[config.mk]
export PLATFORM = sky130hd
export DESIGN_NAME = phy_tx_serial
export DESIGN_NICKNAME = d
export VERILOG_FILES = /design/src/rtl/phy_pkg.sv /design/src/rtl/phy_tx_piso.sv /design/src/rtl/phy_tx_serial.sv
export SDC_FILE = /design/constraint.sdc
export NUM_CORES = 1
export LEC_CHECK = 0
export CAP_MARGIN = 10
export CELL_PAD_IN_SITES_DETAIL_PLACEMENT = 0
export CELL_PAD_IN_SITES_GLOBAL_PLACEMENT = 2
export CORE_UTILIZATION = 31
export CTS_CLUSTER_DIAMETER = 150
export DETAILED_ROUTE_END_ITERATION = 8
export PLACE_DENSITY = 0.72
export SYNTH_ARGS = -nofsm -noshare
export SYNTH_HDL_FRONTEND = slang
export SYNTH_SLANG_ARGS = --single-unit
[constraint.sdc]
create_clock -name clk_32f -period 1.52 [get_ports clk_32f]
set_input_delay 0.304 -clock clk_32f [delete_from_list [all_inputs] [get_ports clk_32f]]
set_output_delay 0.304 -clock clk_32f [all_outputs]
set_load 0.02 [all_outputs]
[src/rtl/phy_pkg.sv]
// Shared serial PHY definitions: symbol width, control symbols and the
// transmitter state encoding. Also imported by the receiver.
package phy_pkg;

    localparam int unsigned SYM_WIDTH = 8;

    localparam logic [SYM_WIDTH-1:0] COMMA_SYM = 8'hBC;
    localparam logic [SYM_WIDTH-1:0] IDLE_SYM  = 8'h7C;

    typedef enum logic {
        TX_SYNC = 1'b0,
        TX_SEND = 1'b1
    } tx_state_e;

endpackage

[src/rtl/phy_tx_piso.sv]
// Parallel-load / serial-out shift register with its slot bit counter.
// Shifts MSB first, one bit per clk_32f edge; a load restarts the slot.
module phy_tx_piso
    import phy_pkg::*;
#(
    parameter int unsigned           WIDTH   = SYM_WIDTH,
    parameter logic [WIDTH-1:0]      RST_VAL = WIDTH'(COMMA_SYM)
) (
    input  logic             clk_32f,
    input  logic             default_values,
    input  logic             load,
    input  logic [WIDTH-1:0] load_data,
    output logic             bit_last,
    output logic             ser_out
);

    localparam int unsigned CW = (WIDTH > 1) ? $clog2(WIDTH) : 1;

    logic [WIDTH-1:0] shreg_q, shreg_d;
    logic [CW-1:0]    bit_cnt_q, bit_cnt_d;

    // Next shift-register contents: load a new symbol or shift left with zero fill.
    always_comb begin
        shreg_d   = shreg_q;
        bit_cnt_d = bit_cnt_q;
        if (load) begin
            shreg_d   = load_data;
            bit_cnt_d = '0;
        end else begin
            shreg_d   = {shreg_q[WIDTH-2:0], 1'b0};
            bit_cnt_d = bit_cnt_q + 1'b1;
        end
    end

    // Shift register and bit counter; reset presents the comma immediately.
    always_ff @(posedge clk_32f or posedge default_values) begin
        if (default_values) begin
            shreg_q   <= RST_VAL;
            bit_cnt_q <= '0;
        end else begin
            shreg_q   <= shreg_d;
            bit_cnt_q <= bit_cnt_d;
        end
    end

    assign bit_last = (bit_cnt_q == CW'(WIDTH - 1));
    assign ser_out  = shreg_q[WIDTH-1];

endmodule

[src/rtl/phy_tx_serial.sv]
// Serial PHY transmitter: comma preamble after reset, then one user byte or
// IDLE per WIDTH-cycle slot, MSB first on data_out.
// Optional build macro PHY_TX_COMMA_PERIODIC_EN forces every COMMA_PERIOD-th
// payload slot to COMMA.
module phy_tx_serial
    import phy_pkg::*;
#(
    parameter int unsigned      WIDTH        = SYM_WIDTH,
    parameter logic [WIDTH-1:0] COMMA        = WIDTH'(COMMA_SYM),
    parameter logic [WIDTH-1:0] IDLE         = WIDTH'(IDLE_SYM),
    parameter int unsigned      SYNC_BYTES   = 4,
    parameter int unsigned      COMMA_PERIOD = 16
) (
    input  logic             clk_32f,
    input  logic             default_values,
    input  logic [WIDTH-1:0] data_in,
    input  logic             data_valid,
    output logic             data_ready,
    output logic             data_out,
    output logic             active
);

    localparam int unsigned SCW = $clog2(SYNC_BYTES + 1);

    if (COMMA_PERIOD < 2) begin : g_bad_period
        $error("phy_tx_serial: COMMA_PERIOD must be at least 2");
    end

    tx_state_e        state_q, state_d;
    logic [SCW-1:0]   sync_cnt_q, sync_cnt_d;
    logic             active_q, active_d;
    logic             bit_last;
    logic             sync_last;
    logic             feeds_send;
    logic             force_comma;
    logic             accept;
    logic [WIDTH-1:0] load_data;

    assign sync_last  = (sync_cnt_q == SCW'(SYNC_BYTES - 1));
    // The load edge ending the last preamble comma already feeds a payload slot.
    assign feeds_send = bit_last && ((state_q == TX_SEND) || sync_last);

`ifdef PHY_TX_COMMA_PERIODIC_EN
    localparam int unsigned PCW = $clog2(COMMA_PERIOD);

    logic [PCW-1:0] slot_cnt_q, slot_cnt_d;

    // Payload slot counter, advancing on every load edge that feeds a payload slot.
    always_comb begin
        slot_cnt_d = slot_cnt_q;
        if (feeds_send) begin
            slot_cnt_d = (slot_cnt_q == PCW'(COMMA_PERIOD - 1)) ? '0 : slot_cnt_q + 1'b1;
        end
    end

    // Slot counter register.
    always_ff @(posedge clk_32f or posedge default_values) begin
        if (default_values) begin
            slot_cnt_q <= '0;
        end else begin
            slot_cnt_q <= slot_cnt_d;
        end
    end

    assign force_comma = (slot_cnt_q == PCW'(COMMA_PERIOD - 1));
`else
    assign force_comma = 1'b0;
`endif

    assign data_ready = feeds_send && !force_comma && !default_values;
    assign accept     = data_ready && data_valid;

    // State, preamble counter and active flag registers.
    always_ff @(posedge clk_32f or posedge default_values) begin
        if (default_values) begin
            state_q    <= TX_SYNC;
            sync_cnt_q <= '0;
            active_q   <= 1'b0;
        end else begin
            state_q    <= state_d;
            sync_cnt_q <= sync_cnt_d;
            active_q   <= active_d;
        end
    end

    // Next state: leave SYNC at the load edge that ends the last preamble comma.
    always_comb begin
        state_d    = state_q;
        sync_cnt_d = sync_cnt_q;
        active_d   = active_q;
        if ((state_q == TX_SYNC) && bit_last) begin
            sync_cnt_d = sync_cnt_q + 1'b1;
            if (sync_last) begin
                state_d  = TX_SEND;
                active_d = 1'b1;
            end
        end
    end

    // Output select: symbol loaded into the shift register for the next slot.
    always_comb begin
        load_data = IDLE;
        if (accept) begin
            load_data = data_in;
        end else if (((state_q == TX_SYNC) && !sync_last) || force_comma) begin
            load_data = COMMA;
        end
    end

    phy_tx_piso #(
        .WIDTH   (WIDTH),
        .RST_VAL (COMMA)
    ) u_piso (
        .clk_32f        (clk_32f),
        .default_values (default_values),
        .load           (bit_last),
        .load_data      (load_data),
        .bit_last       (bit_last),
        .ser_out        (data_out)
    );

    assign active = active_q;

endmodule

Yosys cells after proc, flatten, opt, wreduce, memory -nomap -nowiden

Index checks and enable logic that the tools add are counted.

Input bits: 11
Register bits: 15
Memories kept: 0
ROM bits: 0
Logic and storage cells: 22
Output and inout bits: 3
Latch bits: 0
Memory bits (writable): 0

Shift-type cells: 0
Muxes and demuxes: 4
Add/sub/neg operators: 2
Div/mod/pow operators: 0
Order comparisons: 0
Multiply operators: 0
Eq/ne operators: 2
Reduce and logical (&&, ||, !) cells: 9
Bitwise gates (word level): 1

Operators by type and width:

| kind                                                | count |
|---|---|
| two-way mux 8 bit                                   | 3 |
| adder 3 x 1 -> 3 bit, second input constant         | 2 |
| logical AND 1 bit                                   | 5 |
| equality test 3 x 2 -> 1 bit, second input constant | 1 |
| equality test 3 bit, second input constant          | 1 |
| two-way mux 3 bit                                   | 1 |
| zero test 1 bit                                     | 2 |
| AND reduction 2 bit                                 | 1 |
| logical OR 1 bit                                    | 1 |
| inverter 1 bit                                      | 1 |

Longest topological paths before layout

Gate-level depths: netlist of run 1.

Word-level depth: 7
Mapped depth: 5
Gate-level depth less buffers: 4

Cells and area by module

A second synthesis of run 1 with hierarchy kept.

Cell total of the unflattened synthesis: 51
Area total of the unflattened synthesis: 713.2 um2

Modules (own cells, without submodules):

| module        | area each (um2) | seq. area each (um2) | cells each | times used |
|---|---|---|---|---|
| phy_tx_piso   | 451.7           | 281.5                | 26         | 1 |
| phy_tx_serial | 261.5           | 100.1                | 25         | 1 |

Least setup slack after synthesis of run 1

OpenSTA, ideal clock, no wires.

Kind: register to output
Start: reg sync_cnt_q[0]
End: out data_ready
Slack: 13 ps
Path buffers: 0
Arrival: 1203 ps
Stages on the path, launching flop included: 5
Required time: 1216 ps
Path through: dfrtp_1 -> ha_1 -> ha_1 -> o21ai_2 -> nor2_1

Word-level cells in the longest chain between the ends: 4

Ends and longest elaborated chain:

| what                         | RTL line            | source |
|---|---|---|
| from (decl)                  | phy_tx_serial.sv:30 | `logic [SCW-1:0] sync_cnt_q, sync_cnt_d;` |
| from (signal assigned)       | phy_tx_serial.sv:81 | `sync_cnt_q <= sync_cnt_d;` |
| equality test 3 x 2 -> 1 bit | phy_tx_serial.sv:39 | `assign sync_last = (sync_cnt_q == SCW'(SYNC_BYTES - 1));` |
| logical OR 1 bit             | phy_tx_serial.sv:41 | `assign feeds_send = bit_last && ((state_q == TX_SEND) \|\| sync_last);` |
| logical AND 1 bit            | phy_tx_serial.sv:41 |  |
| logical AND 1 bit            | phy_tx_serial.sv:70 | `assign data_ready = feeds_send && !force_comma && !default_values;` |
| to (decl)                    | phy_tx_serial.sv:18 | `output logic data_ready,` |

Every way passes these cells.

Worst setup path in the final report of run 1

Same ends and word-level chain as after synthesis.

==> results.md, run 1 <==
- Vias in the first global route: 413
- Final HPWL DP: 759.4 µm
- Post-DP Area: approximately 830 µm²
- CP top delay family: flip-flops
- Pwr per Cell Area: ~770 mW/mm²
- Overall power: ~690 µW
- DR vias: approximately 420
- Met3 Routed Length: roughly 50 µm
- Number of synthesized flops with an enable pin: 0
- Clock-pin slew on the worst setup and hold paths: 0.08 ns
- Row count: 15
- Flip-flop and latch count after synthesis: 15
- Violated checks: negative setup slack
- Met1 wire length: ~520 µm
- XOR/XNOR share of the synthesized area: approximately 1.4%
- Relative slew slack: between 80% and 90%
- DR top layer: met4
- Run status: complete, but fails checks
- Hold Vio Cnt, Final: 0
- Drt wl/cell: 11.56 µm
- Unrepaired setup endpoints after global routing: true
- Core Box Area: roughly 0.0018 mm²
- CTS Sinks: 15
- Ant. Diodes: 0
- Crit path DAT: roughly 1.4 ns
- Post-synthesis compound-gate area fraction: between 10% and 20%
- DIE AREA: 0.002159 mm²
- Final worst path period share: 110.4%
- CTS Hold Bufs: 0
- Max Buffers Root-to-Sink: 2
- Ys flop type: dfrtp_1
- Clk root buf: clkbuf_4
- WP buf/inv: 1
- DR vias/cell: ~4.4
- Slew Viols, Final: 0
- YS warnings: 0
- DRC: 0
- Boundary Pins: 14
- Num CTS Buffers: 3
- Slew @ Worst Pin: 0.2431 ns
- CTS tree: built
- IO Port Bufs: 13
- Worst Hold Class: reg -> reg
- Final setup margin: -0.1575 ns
- Htree depth: 1
- Main combinational cell family by area after synthesis: compound AO/OA/AOI/OAI gates
- FFs w/ async S/R, synth: 100.0%
- Cell Area, Synth: 613.1 µm²
- Gr usage total: a little over an eighth
- Synth Area in Adders: 8.163%
- Multiplexer share of the synthesized area: under 10%
- Nets: 87
- CP endpoint kind: output port
- Setup TNS: -0.1575 ns
- Met2 WL post-DR: 527 µm
- Die X: between 40 and 50 µm
- Gr ovfl total: 0
- Initial Utilization: between 30% and 40%
- Worst path max stage delay: a little under 0.4 ns
- Finished Core Util: roughly half
- Worst Path Required: about 1.2 ns
- Most instantiated cells after synthesis: 10 x dfrtp_1, 6 x inv_1, 5 x dfstp_2
- Clock latency on the worst-skew pair: roughly 0.28 ns
- Simple-Gate Fraction of Synth Area: under 10%
- Avg Inst Size Synth: roughly 14 µm²
- Crit path max fanout: 2
- DRT Wirelength: 1110 µm
- Initial DRC Count: 1
- Largest cells by area after synthesis: dfrtp_1 41%, dfstp_2 21%, ha_1 8.2%, o32a_1 6.5%, inv_1 3.7%
- VDD IR max: 724.3 µV
- Post-synth top area share: between 40 and 50%
- Mapped Cells: 45
- Most frequent cell after synthesis: dfrtp_1
- Final instance area: about 900 µm²
- Unique masters post-synth: 19
- Worst Hold Slack: around 0.47 ns
- Setup CP Type: reg -> out
- Crit path time final: ~1.7 ns
- Final ANT Viol Nets: 0
- Cell taking the most area after synthesis: dfrtp_1
- Syn nets: 60
- Synth-to-Final Area Change: 46.94%
- Die H: ~46 µm
- First-pass GRT wire length: between 1500 and 2000 µm
- Peak Freq: 596.1 MHz
- MaxCap Viol Count: 0
- CP startpoint kind: flop
- Sequential-to-total area share from yosys stat: between 60 and 70%
- Share of cells above drive strength 1: 35.21%
- DRT Pass-1 Iters: 3
- Final Skew: 0.004920 ns
- Largest net degree at the start of global routing: 16
- Routability cong.: 0.6754
- CP Cell Sequence: ha_2, ha_4, o21ai_4, nor2_1, buf_4
- CP max-delay cell: dfrtp_1
- Setup violations, final: 1
- Initial antenna violation count: 0
- Leakage: around 0.00042 µW
==> placed cells by master (no fill, tap or decap), drive strengths merged, types with 2 or more instances in the layout <==
master         count
buf               11
dfrtp             10
clkdlybuf4s50     10
inv                6
dfstp              5
o32a               4
clkbuf             4
ha                 4
nor2               2
nand2b             2
==> registers in the layout, indices dropped and copies added, names as in the netlist <==
register and flops:
active 1, u_piso.shreg_q 8, u_piso.bit_cnt_q 3, sync_cnt_q 3
==> path summary, 6_finish.rpt <==
| kind | cells past startpoint | start | end | slack [ns] |
|---|---|---|---|---|
| max | 5 | sync_cnt_q[0]$_DFFE_PP0N_ | data_ready | -0.16 |
| min | 1 | u_piso.bit_cnt_q[1]$_DFF_PP0_ | u_piso.bit_cnt_q[1]$_DFF_PP0_ | 0.47 |
| max reg2reg | 5 | u_piso.bit_cnt_q[0]$_DFF_PP0_ | sync_cnt_q[1]$_DFFE_PP0N_ | 0.09 |
| min reg2reg | 1 | u_piso.bit_cnt_q[1]$_DFF_PP0_ | u_piso.bit_cnt_q[1]$_DFF_PP0_ | 0.47 |
| max in group asynchronous | 4 | default_values | u_piso.shreg_q[2]$_DFF_PP1_ | 0.79 |
| min in group asynchronous | 4 | default_values | u_piso.shreg_q[1]$_DFF_PP0_ | 0.48 |
==> power by group <==
part           total [µW]  internal (µW)  switching [µW]
Combinational        55.8           35.3            20.5
Clock                 222            102             120
Sequential            412            410            1.92
==> per-layer routing <==
layer  vias to the layer above  GRT usage, %
met2                        10         18.61
li1                        209             -
met5                         -             0
met1                       201         16.50
met4                         0         8.824
met3                         2         7.059
==> kinds of logic after synthesis <==
kind of cell / count (synthesis)
buffers and inverters: 7
adder cells (fa/ha/maj): 4
AO/OA/AOI/OAI: 9
XOR/XNOR: 1
multiplexers: 2
AND/OR/NAND/NOR: 7
flip-flops: 15
==> through the flow <==
stage	std cells	worst slack, ns
2_1_floorplan	45	0.01286
3_3_place_gp	91	-0.2998
3_5_place_dp	91	-0.3170
4_1_cts	95	-0.1899
5_1_grt	96	-0.2193
6_report	96	-0.1575
==> cell type report <==
class | instances | area [µm²]
fill | 172 | 882.1
sequential | 15 | 381.6
multi-input combinational | 23 | 234.0
timing repair buffer | 23 | 205.2
tap | 25 | 31.28
clock buffer | 4 | 26.28
inverter | 6 | 22.52
==> repair_timing <==
| item | 4_1_cts | 5_1_grt |
|---|---|---|
| endpoints found under the setup margin | 4 | 3 |
| gates resized for setup | 11 | 4 |
| hold endpoints to repair | 0 | 0 |
| pin swaps | 1 | 0 |
| buffers inserted | 0 | 1 |
No activity file was read; power rests on OpenSTA's default activity.
==> run 2, diff against run 1 <==
--- a/config.mk
+++ b/config.mk
@@ -11,6 +11,7 @@
 export CORE_UTILIZATION = 31
 export CTS_CLUSTER_DIAMETER = 150
 export DETAILED_ROUTE_END_ITERATION = 8
+export GPL_TIMING_DRIVEN = 0
 export PLACE_DENSITY = 0.72
 export SYNTH_ARGS = -nofsm -noshare
 export SYNTH_HDL_FRONTEND = slang
==> run 2 against run 1 <==
Clock skew up 0.0032 ns. Worst hold slack better by 0.0075 ns. Flip-flop and latch count unchanged. Sequential share of layout area up 0.66 points. The run still ends with negative setup slack left. Non-clock buffer count down 5. Clock-buffer cell count unchanged. Via count down 3.3%. Register-to-register slack better by 0.04 ns.
==> results.md, run 2 (synthesized netlist as in run 1, its figures left out) <==
- Run status: complete, but fails checks
- Violated checks: negative setup slack
- Overall power: 683.8 µW (-0.79%)
- Slew @ Worst Pin: 0.5565 ns (+0.3134 ns)
- Peak Freq: 591.4 MHz (-0.79%)
- Routability cong.: 0.5896 (-13%)
- Most used routing layer: met2
- Htree depth: 1 (unchanged)
- Final HPWL DP: 692.9 µm (-8.8%)
- Synth-to-Final Area Change: 44.69%
- Slew Viols, Final: 0 (unchanged)
- Share of cells above drive strength 1: 31.82% (-3.4 points)
- DR vias: 408 (-3.3%)
- Unrepaired setup endpoints after global routing: true
- Num CTS Buffers: 3 (unchanged)
- Final Skew: 0.008169 ns (+0.003248 ns)
- Met2 GRT Util: 19.72% (+1.1 points)
- Crit path max fanout: 2 (unchanged)
- CTS Sinks: 15 (unchanged)
- Drt wl/cell: 12.11 µm (+4.7%)
- Initial Utilization: 34.39% (unchanged)
- Crit path time final: 1.691 ns (+0.01335 ns)
- Clock latency on the worst-skew pair: 0.28 ns (about the same)
- Hold Vio Cnt, Final: 0 (unchanged)
- DP Cell Count: 83 (-8.8%)
- Worst Hold Slack: 0.4817 ns (+0.007494 ns)
- DRT Wirelength: 1102 µm (-0.72%)
- Die H: 46.47 µm (unchanged)
- Ant. Diodes: 0 (unchanged)
- Vias in the first global route: 439 (+6.3%)
- IO Port Bufs: 13 (unchanged)
- Clk root buf: clkbuf_4
- Initial antenna violation count: 0 (unchanged)
- DRT Pass-1 Iters: 2 (-1)
- Max Buffers Root-to-Sink: 2 (unchanged)
- Place WS: -0.5649 ns (-0.2479 ns)
- CP startpoint kind: flop
- Boundary Pins: 14 (unchanged)
- Cells on worst reg2reg path: 6 (+1)
- First-pass GRT wire length: 1987 µm (+7.1%)
- Reg2reg end: u_piso.shreg_q[3]$_DFF_PP1_
- CTS Hold Bufs: 0 (unchanged)
- Setup TNS: -0.1708 ns (-0.01335 ns)
- Met3 Use GR: 7.059% (unchanged)
- Largest net degree at the start of global routing: 16 (unchanged)
- MaxCap Viol Count: 0 (unchanged)
- Initial DRC Count: 1 (unchanged)
- CTS tree: built
- Gr usage total: 14.38% (+0.76 points)
- Setup violations, final: 1 (unchanged)
- Crit path DAT: 1.39 ns (+0.02 ns)
- Largest registers: u_piso.shreg_q (8), sync_cnt_q (3), u_piso.bit_cnt_q (3)
- Grt met1 use: 17.82% (+1.3 points)
- Final setup margin: -0.1708 ns (-0.01335 ns)
- DRC: 0 (unchanged)
- Reg2Reg Launch Point: u_piso.bit_cnt_q[0]$_DFF_PP0_
- Final ANT Viol Nets: 0 (unchanged)
- DIE AREA: 0.002159 mm² (unchanged)
- Worst Hold Class: in -> async
- Gr ovfl total: 0 (unchanged)
- Register name with the most flops: u_piso.shreg_q
- Core Box Area: 0.001783 mm² (unchanged)
- Nets: 82 (-5.7%)
- Row count: 15 (unchanged)
- Commonest cells after routing, fill and taps aside: 10 x dfrtp_1, 10 x clkdlybuf4s50_1, 6 x inv_1
- Die X: 46.47 µm (unchanged)
- Setup CP Type: reg -> out
- Final worst path period share: 111.2% (+0.88 points)
- Relative slew slack: 62.86% (-21 points)
- R2R setup slack: 0.13 ns (+0.04 ns)
- Final non-filler cell total: 91 (-5.2%)
- Pwr per Cell Area: 770.8 mW/mm² (+0.75%)
- CP endpoint kind: output port
- Leakage: 0.0003852 µW (-7.9%)
- VDD IR max: 538.2 µV (-26%)
- Clock-pin slew on the worst setup and hold paths: 0.09 ns (about the same)
- Worst Path Required: 1.22 ns (about the same)
- DR vias/cell: 4.484 (+2.0%)
- Max FFs per register: 8 (unchanged)
-- run 2: where the power goes --
| group | internal (µW) | total, µW | switching (µW) |
|---|---|---|---|
| logic | 30.4 | 50.1 | 19.7 |
| registers | 410 | 412 | 1.98 |
| clock network | 102 | 222 | 120 |
| total | 542 | 684 | 142 |
-- run 2: worst max-delay path by stage --
stage,startpoint,endpoint,slack [ns],cells after the start
6_report,sync_cnt_q[0]$_DFFE_PP0N_,data_ready,-0.17,5
5_1_grt,sync_cnt_q[0]$_DFFE_PP0N_,data_ready,-0.25,5
4_1_cts,u_piso.bit_cnt_q[0]$_DFF_PP0_,data_ready,-0.20,6
3_5_place_dp,sync_cnt_q[0]$_DFFE_PP0N_,data_ready,-0.56,5
3_3_place_gp,sync_cnt_q[0]$_DFFE_PP0N_,data_ready,-0.57,5
2_1_floorplan,sync_cnt_q[0]$_DFFE_PP0N_,data_ready,0.01,4
-- run 2: critical path: stages (launching register included) --
cell	delay [ns]
dfrtp_1	0.42
ha_4	0.18
ha_4	0.16
o21ai_4	0.16
nor2_2	0.05
buf_6	0.13
-- run 2: cell type report --
| class | count | area [µm²] |
|---|---|---|
| buffer | 1 | 11.26 |
| fill | 175 | 895.9 |
| timing repair buffer | 17 | 162.7 |
| multi-input combinational | 23 | 251.5 |
| tap | 25 | 31.28 |
| inverter | 6 | 22.52 |
| clock buffer | 4 | 26.28 |
| sequential | 15 | 381.6 |
-- run 2: per-layer routing --
metal / up-vias / share of wire, %
met2: 9 / 47
met3: 5 / 4.4
met4: 0 / 2.6
li1: 199 / -
met5: - / 0
met1: 195 / 46
-- run 2: repair_timing --
item,4_1_cts,5_1_grt
gates resized for setup,14,4
pin swaps,2,3
buffers inserted,3,1
endpoints found under the setup margin,3,2
-- run 2: metrics by stage --
stage	util [%]	cell area, µm²
4_1_cts	48.28	860.8
5_1_grt	49.75	887.1
2_1_floorplan	-	613.1
3_5_place_dp	43.44	774.5
6_report	49.75	887.1
3_3_place_gp	43.44	774.5
